## src/rtl/cmul_scheduler.sv

```systemverilog
// Complex multiply sequencer: drives one shared real multiplier with the four
// partial products of A*B and combines them into Re/Im behind valid/ready.
module cmul_scheduler #(
  parameter int N       = 16,
  parameter int Q       = 8,
  parameter int MUL_LAT = 1
) (
  input  logic         i_clk,
  input  logic         i_rst,
  input  logic         i_valid,
  output logic         o_ready,
  input  logic [N-1:0] i_ar,
  input  logic [N-1:0] i_ai,
  input  logic [N-1:0] i_br,
  input  logic [N-1:0] i_bi,
  output logic [N-1:0] o_mul_a,
  output logic [N-1:0] o_mul_b,
  input  logic [N-1:0] i_mul_c,
  output logic         o_valid,
  input  logic         i_ready,
  output logic [N-1:0] o_cr,
  output logic [N-1:0] o_ci
);

  if (MUL_LAT < 1 || MUL_LAT > 4 || Q >= N) begin : g_bad_param
    $error("cmul_scheduler: MUL_LAT must be 1..4 and Q below N");
  end

  typedef enum logic [1:0] {IDLE, ISSUE, DRAIN, OUT} state_t;

  state_t              state;
  logic signed [N-1:0] ar, ai, br, bi;
  logic [1:0]          k;
  logic [1:0]          cap;
  logic [MUL_LAT-1:0]  iss_sr;
  logic signed [N-1:0] prod [3];
  logic                capture;

  // iss_sr mirrors the multiplier pipeline: its tail marks a valid i_mul_c
  assign capture = iss_sr[MUL_LAT-1];

  function automatic logic signed [N-1:0] wrap_sub(input logic signed [N-1:0] a,
                                                   input logic signed [N-1:0] b);
    return a - b;
  endfunction

  function automatic logic signed [N-1:0] wrap_add(input logic signed [N-1:0] a,
                                                   input logic signed [N-1:0] b);
    return a + b;
  endfunction

  always_ff @(posedge i_clk) begin
    if (i_rst) begin
      state   <= IDLE;
      o_ready <= 1'b1;
      o_valid <= 1'b0;
      o_cr    <= '0;
      o_ci    <= '0;
      o_mul_a <= '0;
      o_mul_b <= '0;
      ar      <= '0;
      ai      <= '0;
      br      <= '0;
      bi      <= '0;
      k       <= '0;
      cap     <= '0;
      iss_sr  <= '0;
      for (int i = 0; i < 3; i++) prod[i] <= '0;
    end else begin
      iss_sr[0] <= (state == ISSUE);
      for (int i = 1; i < MUL_LAT; i++) iss_sr[i] <= iss_sr[i-1];

      if (capture) begin
        cap <= cap + 2'd1;
        if (cap != 2'd3) prod[cap] <= i_mul_c;
      end

      case (state)
        IDLE: begin
          if (i_valid) begin
            ar      <= i_ar;
            ai      <= i_ai;
            br      <= i_br;
            bi      <= i_bi;
            k       <= '0;
            cap     <= '0;
            o_mul_a <= i_ar;
            o_mul_b <= i_br;
            o_ready <= 1'b0;
            state   <= ISSUE;
          end
        end
        ISSUE: begin
          k <= k + 2'd1;
          case (k)
            2'd0: begin o_mul_a <= ai; o_mul_b <= bi; end
            2'd1: begin o_mul_a <= ar; o_mul_b <= bi; end
            2'd2: begin o_mul_a <= ai; o_mul_b <= br; end
            default: begin
              o_mul_a <= '0;
              o_mul_b <= '0;
              state   <= DRAIN;
            end
          endcase
        end
        DRAIN: begin
          // the fourth product is taken straight from the multiplier
          if (capture && cap == 2'd3) begin
            o_cr    <= wrap_sub(prod[0], prod[1]);
            o_ci    <= wrap_add(prod[2], i_mul_c);
            o_valid <= 1'b1;
            state   <= OUT;
          end
        end
        OUT: begin
          if (i_ready) begin
            o_valid <= 1'b0;
            o_ready <= 1'b1;
            state   <= IDLE;
          end
        end
        default: state <= IDLE;
      endcase
    end
  end

endmodule
```

## config.mk

```make
export PLATFORM = sky130hd
export DESIGN_NAME = cmul_scheduler
export DESIGN_NICKNAME = d
export VERILOG_FILES = /design/src/rtl/cmul_scheduler.sv
export SDC_FILE = /design/constraint.sdc
export NUM_CORES = 1
export LEC_CHECK = 0
export CAP_MARGIN = 20
export CORE_MARGIN = 10
export CORE_UTILIZATION = 40
export DETAILED_ROUTE_END_ITERATION = 10
export SLEW_MARGIN = 0
export SYNTH_ARGS = -nofsm -noshare
export SYNTH_HDL_FRONTEND = slang
export SYNTH_SLANG_ARGS = --single-unit
```

## constraint.sdc

```tcl
create_clock -name i_clk -period 2.9 [get_ports i_clk]
set_input_delay 0.435 -clock i_clk [delete_from_list [all_inputs] [get_ports i_clk]]
set_output_delay 0.435 -clock i_clk [all_outputs]
set_load 0.01 [all_outputs]
```

==> results of run 1 <==
[power by group through the flow]
stage / clock network (mW) / logic (mW) / registers (mW)
floorplan: 0 / 1.72 / 3.49
global placement: 0 / 2.97 / 3.43
detailed placement: 0 / 2.99 / 3.44
CTS: 2.55 / 3.00 / 3.38
global route: 2.66 / 3.32 / 3.44
finish: 2.51 / 2.97 / 3.38
[cell usage in the layout, fill, tap and decap left out, types with 3 or more instances in the layout]
cell,netlist,layout
nand2_1,172,171
clkdlybuf4s50_1,0,148
dfxtp_1,137,137
a21oi_1,98,98
nor2_1,62,62
o21ai_0,57,57
inv_1,56,56
and3_1,53,53
edfxtp_1,48,48
ha_1,42,42
o221ai_1,33,33
a22oi_1,32,32
buf_4,0,24
clkbuf_16,0,18
nand3_1,17,17
a21o_1,14,14
nor3_1,11,11
xnor2_1,9,9
xor2_1,9,9
a211oi_1,8,8
nand2b_1,7,7
nor2b_1,5,5
a31oi_1,5,5
and2_1,6,5
o211ai_1,4,4
clkinv_8,0,4
o21bai_1,3,3
or4_1,3,3
nand4_1,3,3
or3_1,3,3
inv_8,0,3
clkinv_4,0,3
[cells by family (layout without fill, tap and decap cells)]
logic type	Yosys count	in the layout
DFF	185	185
AOI/OAI and AO/OA	279	279
and+or+nand+nor	354	354
muxes	2	2
adders and majority gates	44	44
buffers and inverters	125	260
xor gates and xnor gates	18	18
[final cells by class]
class	instances	area [um^2]	share of cell area, %
Clock buffer	18	450.4	4.021
Tap cell	280	350.3	3.127
Clock inverter	14	202.7	1.809
Sequential cell	185	4184	37.35
Inverter	56	210.2	1.876
Timing Repair Buffer	172	1662	14.83
Multi-Input combinational cell	697	4144	36.99
[synth_stat cells (all sizes together), types with 4 or more instances]
library cell,count
nor2,62
a31oi,5
or3,4
and3,53
xor2,9
nor2b,5
and2,6
clkbuf,60
xnor2,9
nand2,172
nor3,11
buf,9
a21oi,99
a211oi,8
nand2b,7
nand3,17
a21o,14
inv,56
edfxtp,48
ha,42
dfxtp,137
o211ai,4
o21ai,58
o221ai,33
a22oi,32
[registers in the layout, indices dropped and copies added, names as in the netlist]
name,count
o_mul_b,16
ar,16
br,16
state,2
o_valid,1
capture,1
cap,2
k,2
o_ci,16
o_mul_a,16
o_ready,1
bi,16
o_cr,16
ai,16
prod,48
[metrics by stage]
stage	cell area, um^2	power [mW]	worst slack [ns]
5_1_grt	11200	9.432	0.2035
6_report	11200	8.851	0.3162
3_5_place_dp	10550	6.425	0.1205
4_1_cts	11200	8.929	0.3049
2_1_floorplan	8790	5.214	0.5245
3_3_place_gp	10550	6.397	0.1543
[path summary, 6_finish.rpt]
| kind | start | endpoint | slack (ns) | cells after the start |
|---|---|---|---|---|
| worst max-delay path | prod[1][0] | o_cr[12] | 0.32 | 8 |
| worst min-delay path | i_rst | o_ci[6] | 0.26 | 2 |
| worst max register to register | prod[1][0] | o_cr[12] | 0.32 | 8 |
| worst min register to register | bi[15] | bi[15] | 0.45 | 2 |
[layer usage]
metal / routed length [um] / share of wire, %
met3: 1136 / 4.6
met4: 322 / 1.3
met1: 12020 / 48
met5: 0 / 0
met2: 11480 / 46
==> flow_summary_export.csv, run 1 <==
group,metric,value,unit
power,power_density,790.1,mW/mm^2
power,switching_share,35.09,%
placement,place_inst,1390,
global_routing,antenna_found_initial,0,
worst_setup_path,crit_family,"simple AND/OR/NAND/NOR gates",
job,max_cap_viol_count,0,
synthesis,syn_area_per_cell,8.729,um^2
layout,insertedDiodeCount,0,
drt,viasPerCell,5.387,
drt,drc,0,
global_routing,met1_usage,23.95,%
die,initial_core_util,40.53,%
die,die_w,168.2,um
worst_setup_path,cp_num_buf_inv,0,
die,row_count,54,
global_routing,use_met2,27.23,%
power,p_comb_share,33.5,%
synthesis,synthFlopType,"dfxtp_1",
timing,grt_setup_unrepaired,"no",
status,outcome,"finished clean",
timing,timing.setup.tns,0,ns
worst_setup_path,cp_slowest_cell,"or4b_4",
drt,ant_nets,0,
drt,drt-pass1-iter-count,5,
clock_tree,ctsResizeCount,0,
synthesis,synth_top_area_share,31.20,%
clock_tree,cts_root_buffer,"clkbuf_16",
synthesis,synth_top_family_by_area,"compound AO/OA/AOI/OAI gates",
timing,finalHoldWorstSlack,0.2558,ns
global_routing,grt-ovfl-total,0,
drt,vias,7660,
timing,worst_pin_slew,0.8335,ns
global_routing,grt_pass1_wl,40.45,mm
synthesis,ys_types,60,
power,p_leak,4.500,nW
hold_path,min_path_type,"primary input to register",
synthesis,async_flop_share,0,%
layout,nets,1257,
synthesis,synth.cell_area,0.008790,mm^2
power,p_switching,3.106,mW
power,power.internal,5.745,mW
layout,fin_cells,1422,
global_routing,first_global_vias,7340,
drt,wirelength,24.96,mm
timing,hold_viol,0,
layout,fill_cells,2028,
synthesis,yosysTopAreaCell,"dfxtp_1",
timing,final.min_clock_period,2.584,ns
synthesis,synthTopCellsByArea,"dfxtp_1, edfxtp_1, nand2_1, ha_1, a21oi_1",
synthesis,synth_fa_ha_area_share,6.434,%
synthesis,syn_inst,1007,
synthesis,syn_nets,1135,
worst_setup_path,startpoint_type,"register",
synthesis,synthMuxAreaShare,0.2278,%
drt,wire_per_inst,17.55,um
clock_tree,postCtsSetupRepairBufs,0,
clock_tree,cts_sinks,185,
die,io_pins,150,
synthesis,yosysWarnings,0,
timing,slew_violations,0,
worst_setup_path,endpoint_kind,"register",
placement,place_congestion,0.8823,
global_routing,grt_start_max_net_pins,78,
clock_tree,cts_max_level,4,
worst_setup_path,slowest_delay,0.54,ns
power,p_seq_share,38.2,%
die,dieArea,0.02830,mm^2
power,ir_drop,0.4128,mV
synthesis,yosys.area_share.simple,18.49,%
worst_setup_path,path_cells,"ha_1 > fa_1 > nand2b_1 > a21oi_2 > nor3_1 > or4b_4 > a2111o_1 > nand3_1",
timing,setup_viol,0,
clock_tree,cts_tree,"done",
synthesis,ys_seq_area_share,47.60,%
worst_setup_path,critical_path_required,3.27,ns
global_routing,gr-usage-all-layers,17.38,%
clock_tree,holdBufCountCts,0,
drt,drtIter0Drc,752,
worst_setup_path,critPathKind,"register to register",
clock_tree,clock_path_buffers,2,
synthesis,synth_compound_area_share,20.09,%
timing,skew,0.01542,ns
power,pwr-share-clk,28.3,%
global_routing,use_met3,3.236,%
timing,fmax,0.3870,GHz
timing,post-route-period-util,89.10,%
clock_tree,insertion_delay,0.44,ns
worst_setup_path,crit_fanout,4,
clock_tree,cts_buffers,17,
layout,utilization,51.66,%
placement,dp_hpwl,17.35,mm
synthesis,synth_edf_count,48,
worst_setup_path,worstPathArrival,2.95,ns
clock_tree,path_clk_slew,0.07,ns
layout,syn2layout_area_growth,27.46,%
die,core,0.02169,mm^2
synthesis,synthXorXnorAreaFrac,1.794,%
timing,maxSlewHeadroom,44.43,%
die,die_y,168.2,um
layout,layout-drive-gt1-share,5.867,%
global_routing,gr-max-usage-layer,"met2",
placement,port_buffers,149,
synthesis,ys_ff_latch,185,
Power figures use the tool's default switching activity.
==> inputs of run 2 (changes only) <==
GPL_ROUTABILITY_DRIVEN = 0   (was unset)
==> run 2 against run 1 <==
Net effect: register-to-register slack better by 0.04 ns; setup slack better by 0.043 ns; fmax up 1.7%; first-iteration DRC count down 9.2%; clock power down 9.2%; critical endpoint unchanged.
==> flow_summary_export.csv, run 2 (synthesis gave the netlist of run 1 again) <==
group,metric,value,unit
global_routing,grt_start_max_net_pins,74,
clock_tree,cts_sinks,185,
global_routing,grt_pass1_wl,40.68,mm
clock_tree,cts_tree,"done",
drt,drc,0,
timing,setup_viol,0,
power,p_leak,4.435,nW
power,switching_share,35.85,%
worst_setup_path,worstPathArrival,2.92,ns
die,io_pins,150,
global_routing,antenna_found_initial,0,
global_routing,gr-usage-all-layers,17.44,%
layout,fill_cells,2051,
global_routing,first_global_vias,7430,
power,p_comb_share,34.5,%
timing,final.min_clock_period,2.541,ns
drt,viasPerCell,5.315,
timing,finalHoldWorstSlack,0.3752,ns
worst_setup_path,crit_fanout,4,
layout,final_common_cell,"nand2_1",
timing,fmax,0.3936,GHz
layout,largest_register_ffs,48,
job,max_cap_viol_count,0,
timing,maxSlewHeadroom,46.65,%
die,dieArea,0.02830,mm^2
timing,worst_pin_slew,0.8002,ns
drt,vias,7536,
die,row_count,54,
layout,syn2layout_area_growth,26.28,%
clock_tree,cts_buffers,17,
clock_tree,holdBufCountCts,0,
power,p_seq_share,39.1,%
timing,slew_violations,0,
clock_tree,ctsResizeCount,0,
power,power_density,776.6,mW/mm^2
timing,grt_setup_unrepaired,"no",
drt,drt-pass1-iter-count,5,
layout,regMostFlops,"prod",
clock_tree,path_clk_slew,0.07,ns
timing,skew,0.01471,ns
worst_setup_path,critical_path_required,3.27,ns
global_routing,grt-ovfl-total,0,
clock_tree,cts_max_level,4,
clock_tree,insertion_delay,0.44,ns
power,power,8.620,mW
timing,hold_viol,0,
power,pwr-share-clk,26.4,%
worst_setup_path,endpoint_kind,"register",
die,die_y,168.2,um
layout,mostFrequentLayoutCells,"nand2_1, clkdlybuf4s50_1, dfxtp_1",
worst_setup_path,startpoint_type,"register",
hold_path,min_path_type,"primary input to register",
clock_tree,cts_root_buffer,"clkbuf_16",
die,die_w,168.2,um
worst_setup_path,critPathKind,"register to register",
timing,post-route-period-util,87.60,%
layout,utilization,51.18,%
placement,port_buffers,149,
drt,drtIter0Drc,683,
die,initial_core_util,40.53,%
power,ir_drop,0.6877,mV
clock_tree,clock_path_buffers,2,
timing,timing.setup.tns,0,ns
power,p_switching,3.090,mW
placement,dp_hpwl,17.13,mm
layout,nets,1253,
layout,insertedDiodeCount,0,
power,power.internal,5.530,mW
layout,layout-drive-gt1-share,5.536,%
die,core,0.02169,mm^2
drt,wire_per_inst,17.52,um
clock_tree,postCtsSetupRepairBufs,0,
status,outcome,"finished clean",
drt,wirelength,24.84,mm
drt,ant_nets,0,
-- run 2: final cells by class --
| class | instances | area (um^2) | share of cell area, % |
|---|---|---|---|
| flip-flops and latches | 185 | 4184 | 37.70 |
| multi-input cells | 697 | 4144 | 37.34 |
| repair buffers | 168 | 1644 | 14.81 |
| clock buffers | 18 | 439.2 | 3.957 |
| well taps | 280 | 350.3 | 3.156 |
| inverters | 56 | 210.2 | 1.894 |
| clock inverters | 14 | 127.6 | 1.150 |
-- run 2: path summary, 6_finish.rpt --
kind                                 start  endpoint  slack (ns)  cells past startpoint
worst max-delay path            prod[1][0]  o_cr[12]        0.36                      8
worst min-delay path                 i_rst  state[1]        0.38                      2
worst max register to register  prod[1][0]  o_cr[12]        0.36                      8
worst min register to register      bi[11]    bi[11]        0.46                      2
-- run 2: routing by layer --
layer / wire, um / GRT usage (%) / share of wire, % / vias to the layer above
li1: - / - / - / 3796
met1: 11650 / 23.56 / 47 / 3515
met2: 11460 / 27.60 / 46 / 207
met3: 1438 / 4.098 / 5.8 / 18
met4: 299 / 3.974 / 1.2 / 0
met5: 0 / 0 / 0 / -
-- run 2: power groups by stage --
stage                     Clock (mW)  Combinational [mW]  Sequential (mW)
after floorplan                    0                1.72             3.49
after detailed placement           0                2.99             3.43
after CTS                       2.33                3.01             3.38
after global routing            2.42                3.35             3.44
after global placement             0                2.97             3.42
final                           2.28                2.97             3.37
-- run 2: critical path, stage by stage, from the launching register on --
cell	delay (ns)
edfxtp_1	0.37
ha_1	0.23
fa_1	0.38
nand2b_1	0.20
a21oi_2	0.22
nor3_1	0.10
or4b_4	0.54
a2111o_1	0.37
nand3_1	0.08
-- run 2: per-stage QoR --
stage                     instances  cell area, um^2  setup WS, ns
after CTS                      1418            11100        0.3429
after detailed placement       1386            10530       0.06142
after floorplan                1007             8790        0.5245
final                          1418            11100        0.3595
after global routing           1418            11100        0.2163
after global placement         1386            10530        0.1180
==> inputs of run 3 (changes only) <==
ABC_CLOCK_PERIOD_IN_PS = 2900   (was unset)
CORE_UTILIZATION = 53   (was 40)
PLACE_DENSITY = 0.8   (was unset)
==> run 3 against run 2 <==
Net effect: combinational power grew 2%; first-iteration DRC count shrank 1.8%; critical path depth stayed put; clock skew shrank 0.0049 ns; cell area hardly changed; largest power group unchanged; highest routed layer unchanged.
==> flow_summary_export.csv, run 3 (synthesis gave the netlist of run 1 again) <==
group,metric,value,unit
status,outcome,"finished clean",
die,die_w,148.8,um
placement,port_buffers,149,
worst_setup_path,reg2reg_to,"o_cr[12]",
layout,layout-drive-gt1-share,5.531,%
drt,drtIter0Drc,671,
layout,seq_area,0.004184,mm^2
die,core,0.01641,mm^2
timing,fmax,0.3889,GHz
global_routing,antenna_found_initial,0,
worst_setup_path,worstPathArrival,2.95,ns
worst_setup_path,startpoint_type,"register",
global_routing,grt_start_max_net_pins,65,
worst_setup_path,critical_path_required,3.28,ns
worst_setup_path,endpoint_kind,"register",
placement,dp_hpwl,16.49,mm
job,max_cap_viol_count,0,
layout,fill_cells,1283,
power,ir_drop,0.4938,mV
clock_tree,postCtsSetupRepairBufs,0,
drt,wire_per_inst,17.69,um
timing,grt_setup_unrepaired,"no",
global_routing,grt_pass1_wl,38.49,mm
power,p_leak,4.481,nW
clock_tree,cts_sinks,185,
layout,nets,1254,
layout,syn2layout_area_growth,26.31,%
clock_tree,ctsResizeCount,0,
hold_path,whs_endpoint,"o_cr[5]",
power,power,8.776,mW
timing,maxSlewHeadroom,51.81,%
clock_tree,holdBufCountCts,0,
clock_tree,insertion_delay,0.44,ns
hold_path,hold_start,"i_rst",
clock_tree,cts_tree,"done",
die,io_pins,150,
layout,largest_register_ffs,48,
timing,slew_violations,0,
drt,viasPerCell,5.755,
timing,worst_pin_slew,0.7202,ns
drt,ant_nets,0,
worst_setup_path,worstReg2RegStart,"prod[1][0]",
layout,mostFrequentLayoutCells,"nand2_1, clkdlybuf4s50_1, dfxtp_1",
clock_tree,cts_buffers,17,
drt,drc,0,
timing,final.min_clock_period,2.571,ns
global_routing,gr-usage-all-layers,21.20,%
timing,timing.setup.tns,0,ns
timing,hold_viol,0,
worst_setup_path,r2r_cells,8,
layout,final_common_cell,"nand2_1",
clock_tree,cts_max_level,4,
hold_path,min_path_type,"primary input to register",
timing,post-route-period-util,88.66,%
global_routing,grt-ovfl-total,0,
timing,skew,0.009777,ns
clock_tree,cts_root_buffer,"clkbuf_16",
drt,drt-pass1-iter-count,6,
global_routing,first_global_vias,7513,
drt,wirelength,24.06,mm
worst_setup_path,ff2ff_setup_slack,0.33,ns
worst_setup_path,critPathKind,"register to register",
die,initial_core_util,53.57,%
drt,vias,7827,
clock_tree,clock_path_buffers,2,
die,die_y,148.8,um
layout,regMostFlops,"prod",
die,dieArea,0.02214,mm^2
worst_setup_path,crit_fanout,4,
die,row_count,47,
clock_tree,path_clk_slew,0.07,ns
power,power_density,790.5,mW/mm^2
layout,multi_input_area,0.004144,mm^2
hold_path,min_path_cells,2,
timing,setup_viol,0,
[run 3: changes by cell type in the layout (fill, tap and decap cells not counted), sizes merged]
cell and change:
clkbuf +2, clkinvlp -3, clkinv +4, buf +1, inv -4, diode +1, bufinv +1
[run 3: worst max-delay path, stage by stage, from the launching register on]
cell	delay, ns
edfxtp_1	0.37
ha_1	0.25
fa_1	0.38
nand2b_1	0.20
a21oi_2	0.21
nor3_1	0.09
or4b_4	0.54
a2111o_1	0.38
nand3_1	0.08
[run 3: how the worst max path moves through the flow]
stage	from	to	slack [ns]
after global routing	prod[1][0]	o_cr[12]	0.20
after CTS	prod[1][0]	o_cr[12]	0.35
after detailed placement	i_mul_c[0]	o_ci[12]	0.11
after floorplan	prod[1][0]	o_cr[12]	0.52
after global placement	i_mul_c[0]	o_ci[6]	0.15
final	prod[1][0]	o_cr[12]	0.33
[run 3: stage by stage]
step           cells  area (um^2)  utilization [%]  hold WS [ns]  worst slack (ns)
3_3_place_gp    1327        10490            63.94        0.4380            0.1545
2_1_floorplan   1007         8790                -        0.4360            0.5245
3_5_place_dp    1327        10490            63.94        0.4431            0.1068
6_report        1360        11100            67.67        0.3381            0.3288
4_1_cts         1359        11100            67.65        0.3264            0.3455
5_1_grt         1359        11100            67.65        0.3525            0.2045
[run 3: layout make-up]
| type | count | share of cell area [%] |
|---|---|---|
| sequential | 185 | 37.69 |
| inverter | 56 | 1.893 |
| clock buffer | 20 | 4.316 |
| clock inverter | 12 | 1.172 |
| multi-input combinational | 697 | 37.33 |
| antenna | 1 | 0.02254 |
| timing repair buffer | 169 | 15.10 |
| tap | 220 | 2.479 |
[run 3: power by group]
group | leakage, nW | switching (mW) | internal [mW]
Combinational | 2.56 | 1.74 | 1.29
Sequential | 1.62 | 0.247 | 3.13
Clock | 0.298 | 1.06 | 1.31
[run 3: metal layers]
metal | track usage [%] | vias to the layer above | wire length (um)
li1 | - | 3797 | -
met1 | 26.91 | 3643 | 10040
met2 | 34.67 | 332 | 11430
met3 | 5.036 | 55 | 1927
met4 | 7.409 | 0 | 666
met5 | 0 | - | 0
==> RTL change 1: new RTL, settings of run 1 <==
`N`: 16 -> 17.
--- a/src/rtl/cmul_scheduler.sv
+++ b/src/rtl/cmul_scheduler.sv
@@ -3,3 +3,3 @@
 module cmul_scheduler #(
-  parameter int N       = 16,
+  parameter int N       = 17,
   parameter int Q       = 8,
Interface: changed (9 resized); port bits go from 150 to 159. No check against the original RTL was run, so the function may have changed too.
==> RTL change 1 against run 1 <==
Sequential cell count up 11; design area up 5.5%; wire length grew 7.1%; total power increased by 3.1%; non-clock buffer count grew 8; setup slack lost 0.014 ns; global-route usage increased by 0.29 points; synthesized area rose by 6.0%; count of clock-buffer cells in the layout grew 1; sequential share of layout area up 0.18 points; critical path type unchanged; critical endpoint is now o_cr[14]; largest cell class unchanged; highest routed layer unchanged.
==> RTL change 1: results (changes against run 1) <==
[min_path]
whs_endpoint=o_cr[4]  ; was o_ci[6]

[detailed_routing]
met3_length_um=1584  ; was 1136 um
via_per_inst=5.297  ; was 5.387
vias=7998  ; was 7660

[grt]
grtUsageMet1_pct=23.86  ; was 23.95%
first_global_vias=7902  ; was 7340
met3_usage_pct=4.574  ; was 3.236%
grt_pass1_wl_um=43390  ; was 40450 um

[critical_path]
critPathMaxStageDelay_ns=0.38  ; was 0.54 ns
rr_endpoint=o_cr[14]  ; was o_cr[12]
crit_slowest_cell=fa_1  ; was or4b_4
cp_top_family=compound AO/OA/AOI/OAI gates  ; was simple AND/OR/NAND/NOR gates

[layout]
layout.nets=1320  ; was 1257
drive_above_1_share_pct=6.182  ; was 5.867%
fillerInstances=2125  ; was 2028
largest_register_ffs=51  ; was 48

[placed_design]
place_hpwl_um=18240  ; was 17350 um
pre_cts_ws_ns=0.02058  ; was 0.1205 ns
placed_cell_area_um2=11250  ; was 10550 um2
dp.cells=1478  ; was 1390
io_buffers=158  ; was 149

[yosys]
synthTopCellsByArea=dfxtp_1 (31%), edfxtp_1 (16%), nand2_1 (7.7%)  ; was dfxtp_1 (31%), edfxtp_1 (16%), nand2_1 (7.3%)
synth_edf_count=51  ; was 48
synth_top_area_share_pct=31.16  ; was 31.20%
synth_commonest_cells=nand2_1 (191), dfxtp_1 (145), a21oi_1 (111)  ; was nand2_1 (172), dfxtp_1 (137), a21oi_1 (98)
netlist_instances=1058  ; was 1007

[power]
p_switching_mw=3.254  ; was 3.106 mW
p_leak_nw=4.689  ; was 4.500 nW
ir_drop_mv=0.4816  ; was 0.4128 mV

[sta]
period_minus_slack_ns=2.598  ; was 2.584 ns

[run_status]
status=complete, no violations  ; unchanged

RTL change 1: cell count changes in the layout (fill, tap and decap cells not counted), sizes merged, moves of 4 or more:
cell / before / now
nand2: 172 / 191
clkinv: 7 / 2
inv: 61 / 69
clkdlybuf4s50: 148 / 157
nand3: 17 / 10
and2: 6 / 2
nand4: 3 / 7
nor3: 11 / 7
a21oi: 99 / 111
dfxtp: 137 / 145
RTL change 1: kinds of logic (layout without fill, tap and decap cells):
| family | after synthesis | in the layout | share of synthesized area, % |
|---|---|---|---|
| XOR/XNOR | 20 | 20 | 1.880 |
| multiplexers | 4 | 4 | 0.4433 |
| flip-flops | 196 | 196 | 47.60 |
| AND/OR/NAND/NOR | 360 | 360 | 17.39 |
| AO/OA/AOI/OAI | 299 | 299 | 20.85 |
| adder cells (fa/ha/maj) | 46 | 46 | 6.340 |
| buffers and inverters | 133 | 272 | 5.494 |
RTL change 1: power groups by stage:
stage                     Sequential, mW  Combinational [mW]  Clock (mW)
after floorplan                     3.70                1.86           0
after global placement              3.63                3.25           0
after detailed placement            3.64                3.26           0
after CTS                           3.58                3.28        2.36
after global routing                3.65                3.64        2.46
final                               3.58                3.25        2.30
RTL change 1: final cells by class:
cell class	count	area, um2	share of cell area (%)
multi-input cells	729	4379	37.06
flip-flops and latches	196	4434	37.52
clock buffers	19	452.9	3.833
repair buffers	180	1819	15.39
well taps	313	391.6	3.314
inverters	61	229.0	1.938
clock inverters	12	111.4	0.9423
RTL change 1: how the worst max path moves through the flow:
stage / from / to
finish: prod[1][0] / o_cr[14]
global route: prod[1][0] / o_cr[16]
CTS: prod[1][0] / o_cr[14]
detailed placement: i_mul_c[0] / o_ci[14]
global placement: i_mul_c[0] / o_ci[14]
floorplan: i_mul_c[0] / o_ci[12]
==> RTL change 2: new RTL, config.mk and constraints of run 1 <==
Made on the original files. Encoding of `state_t`: now one-hot (4 bits for 4 states).
--- a/src/rtl/cmul_scheduler.sv
+++ b/src/rtl/cmul_scheduler.sv
@@ -28,3 +28,3 @@
 
-  typedef enum logic [1:0] {IDLE, ISSUE, DRAIN, OUT} state_t;
+  typedef enum logic [3:0] {IDLE = 4'b0001, ISSUE = 4'b0010, DRAIN = 4'b0100, OUT = 4'b1000} state_t;
 
Check against the original RTL: no difference found for any inputs over 4 cycles, from zero or initial values and one cycle with i_rst high; so few cycles prove little.
==> RTL change 2 against run 1 <==
Wire length fell by 1.4%; sequential cell count rose by 2; setup slack got worse by 0.023 ns; global-route usage fell by 0.52 points; count of clock-buffer cells in the layout rose by 1; worst hold slack improved by 0.081 ns; design area fell by 0.41%; synthesized area rose by 0.63%.
Power is not compared: it rests on default switching activity, and its combinational part moved more than twofold at a synthesized area within 25%.
==> RTL change 2: results (changes against run 1) <==
[run_status]
status=complete, no violations  ; unchanged

[detailed_routing]
dr.pass1.iters=5  ; unchanged
via_per_inst=5.255  ; was 5.387
totalWireLength_um=24600  ; was 24960 um
vias=7373  ; was 7660
drtIter0Drc=558  ; was 752

[critical_path]
critPathMaxStageDelay_ns=0.46  ; was 0.54 ns
arrival_ns=2.99  ; was 2.95 ns
cp_top_family=compound AO/OA/AOI/OAI gates  ; was simple AND/OR/NAND/NOR gates
crit_slowest_cell=clkdlybuf4s50_1  ; was or4b_4

[yosys]
synth_commonest_cells=nand2_1 (196), dfxtp_1 (139), a21oi_1 (119)  ; was nand2_1 (172), dfxtp_1 (137), a21oi_1 (98)
netlist_instances=989  ; was 1007
async_reset_ff_share_pct=0  ; unchanged
synth-seq-area-share_pct=47.76  ; was 47.60%
synth_cell_type_count=70  ; was 60
synth_nets=1113  ; was 1135
synthTopCellsByArea=dfxtp_1 (31%), edfxtp_1 (16%), nand2_1 (8.3%)  ; was dfxtp_1 (31%), edfxtp_1 (16%), nand2_1 (7.3%)

[clock_tree]
post-cts-setup-buffers=0  ; unchanged
htree_num_levels=4  ; unchanged
root_buffer=clkbuf_16  ; unchanged
clk_path_buf_depth=2  ; unchanged

[layout]
largest_register_ffs=48  ; unchanged
drive_above_1_share_pct=6.417  ; was 5.867%
layout.nets=1233  ; was 1257
fillerInstances=2062  ; was 2028

[sta]
worst_pin_slew_ns=0.9364  ; was 0.8335 ns
skew_ns=0.01429  ; was 0.01542 ns

[placed_design]
place_hpwl_um=17130  ; was 17350 um
pre_cts_ws_ns=-0.1054  ; was 0.1205 ns
gp_congestion=0.8669  ; was 0.8823
dp.cells=1370  ; was 1390

[min_path]
hold_path_class=in -> reg  ; unchanged

[grt]
antenna_found_initial=1  ; was 0
grt_pass1_wl_um=39310  ; was 40450 um
first_global_vias=7265  ; was 7340
grt_max_degree=86  ; was 78
gr-usage-all-layers_pct=16.86  ; was 17.38%

## RTL change 2: cells by family after synthesis
logic type | share of synthesized area (%)
AOI/OAI and AO/OA | 20.43
xor gates and xnor gates | 1.783
adders and majority gates | 5.828
buffers and inverters | 4.442
DFF | 47.76
muxes | 0.3537
and+or+nand+nor | 19.41
## RTL change 2: final timing paths
check,startpoint,end,slack [ns],cells after the start
min,i_rst,o_ci[6],0.34,2
max reg2reg,prod[2][0],o_ci[8],0.42,9
min reg2reg,o_cr[14],o_cr[14],0.44,2
max,i_mul_c[0],o_ci[8],0.29,10
## RTL change 2: area by class of cell
class                      count  area (um2)  area share (%)
multi-input combinational    711        4242           38.02
sequential                   187        4224           37.86
clock buffer                  19       464.2           4.161
inverter                      23       86.33          0.7738
tap                          280       350.3           3.140
antenna                        1       2.502         0.02243
clock inverter                13       123.9           1.110
timing repair buffer         169        1664           14.92
## RTL change 2: power breakdown
| part | internal (mW) | leakage (nW) | switching, mW |
|---|---|---|---|
| logic | 0.528 | 2.43 | 0.633 |
| registers | 2.85 | 1.63 | 0.0953 |
| clock network | 1.21 | 0.282 | 1.14 |
| total | 4.59 | 4.34 | 1.86 |
## RTL change 2: layer usage
layer / part of all wire (%) / up-vias / track usage, %
met5: 0 / - / 0
met4: 1.4 / 0 / 4.921
met3: 5.2 / 21 / 3.682
met2: 46 / 184 / 26.16
met1: 48 / 3435 / 23.00
li1: - / 3733 / -
## RTL change 2: per-stage QoR
stage | cell area (um2) | utilization [%] | hold slack [ns]
after floorplan | 8845 | - | 0.4360
after global placement | 10570 | 48.42 | 0.4394
after detailed placement | 10570 | 48.42 | 0.4405
after CTS | 11150 | 51.11 | 0.3298
after global routing | 11160 | 51.12 | 0.3444
final | 11160 | 51.12 | 0.3371
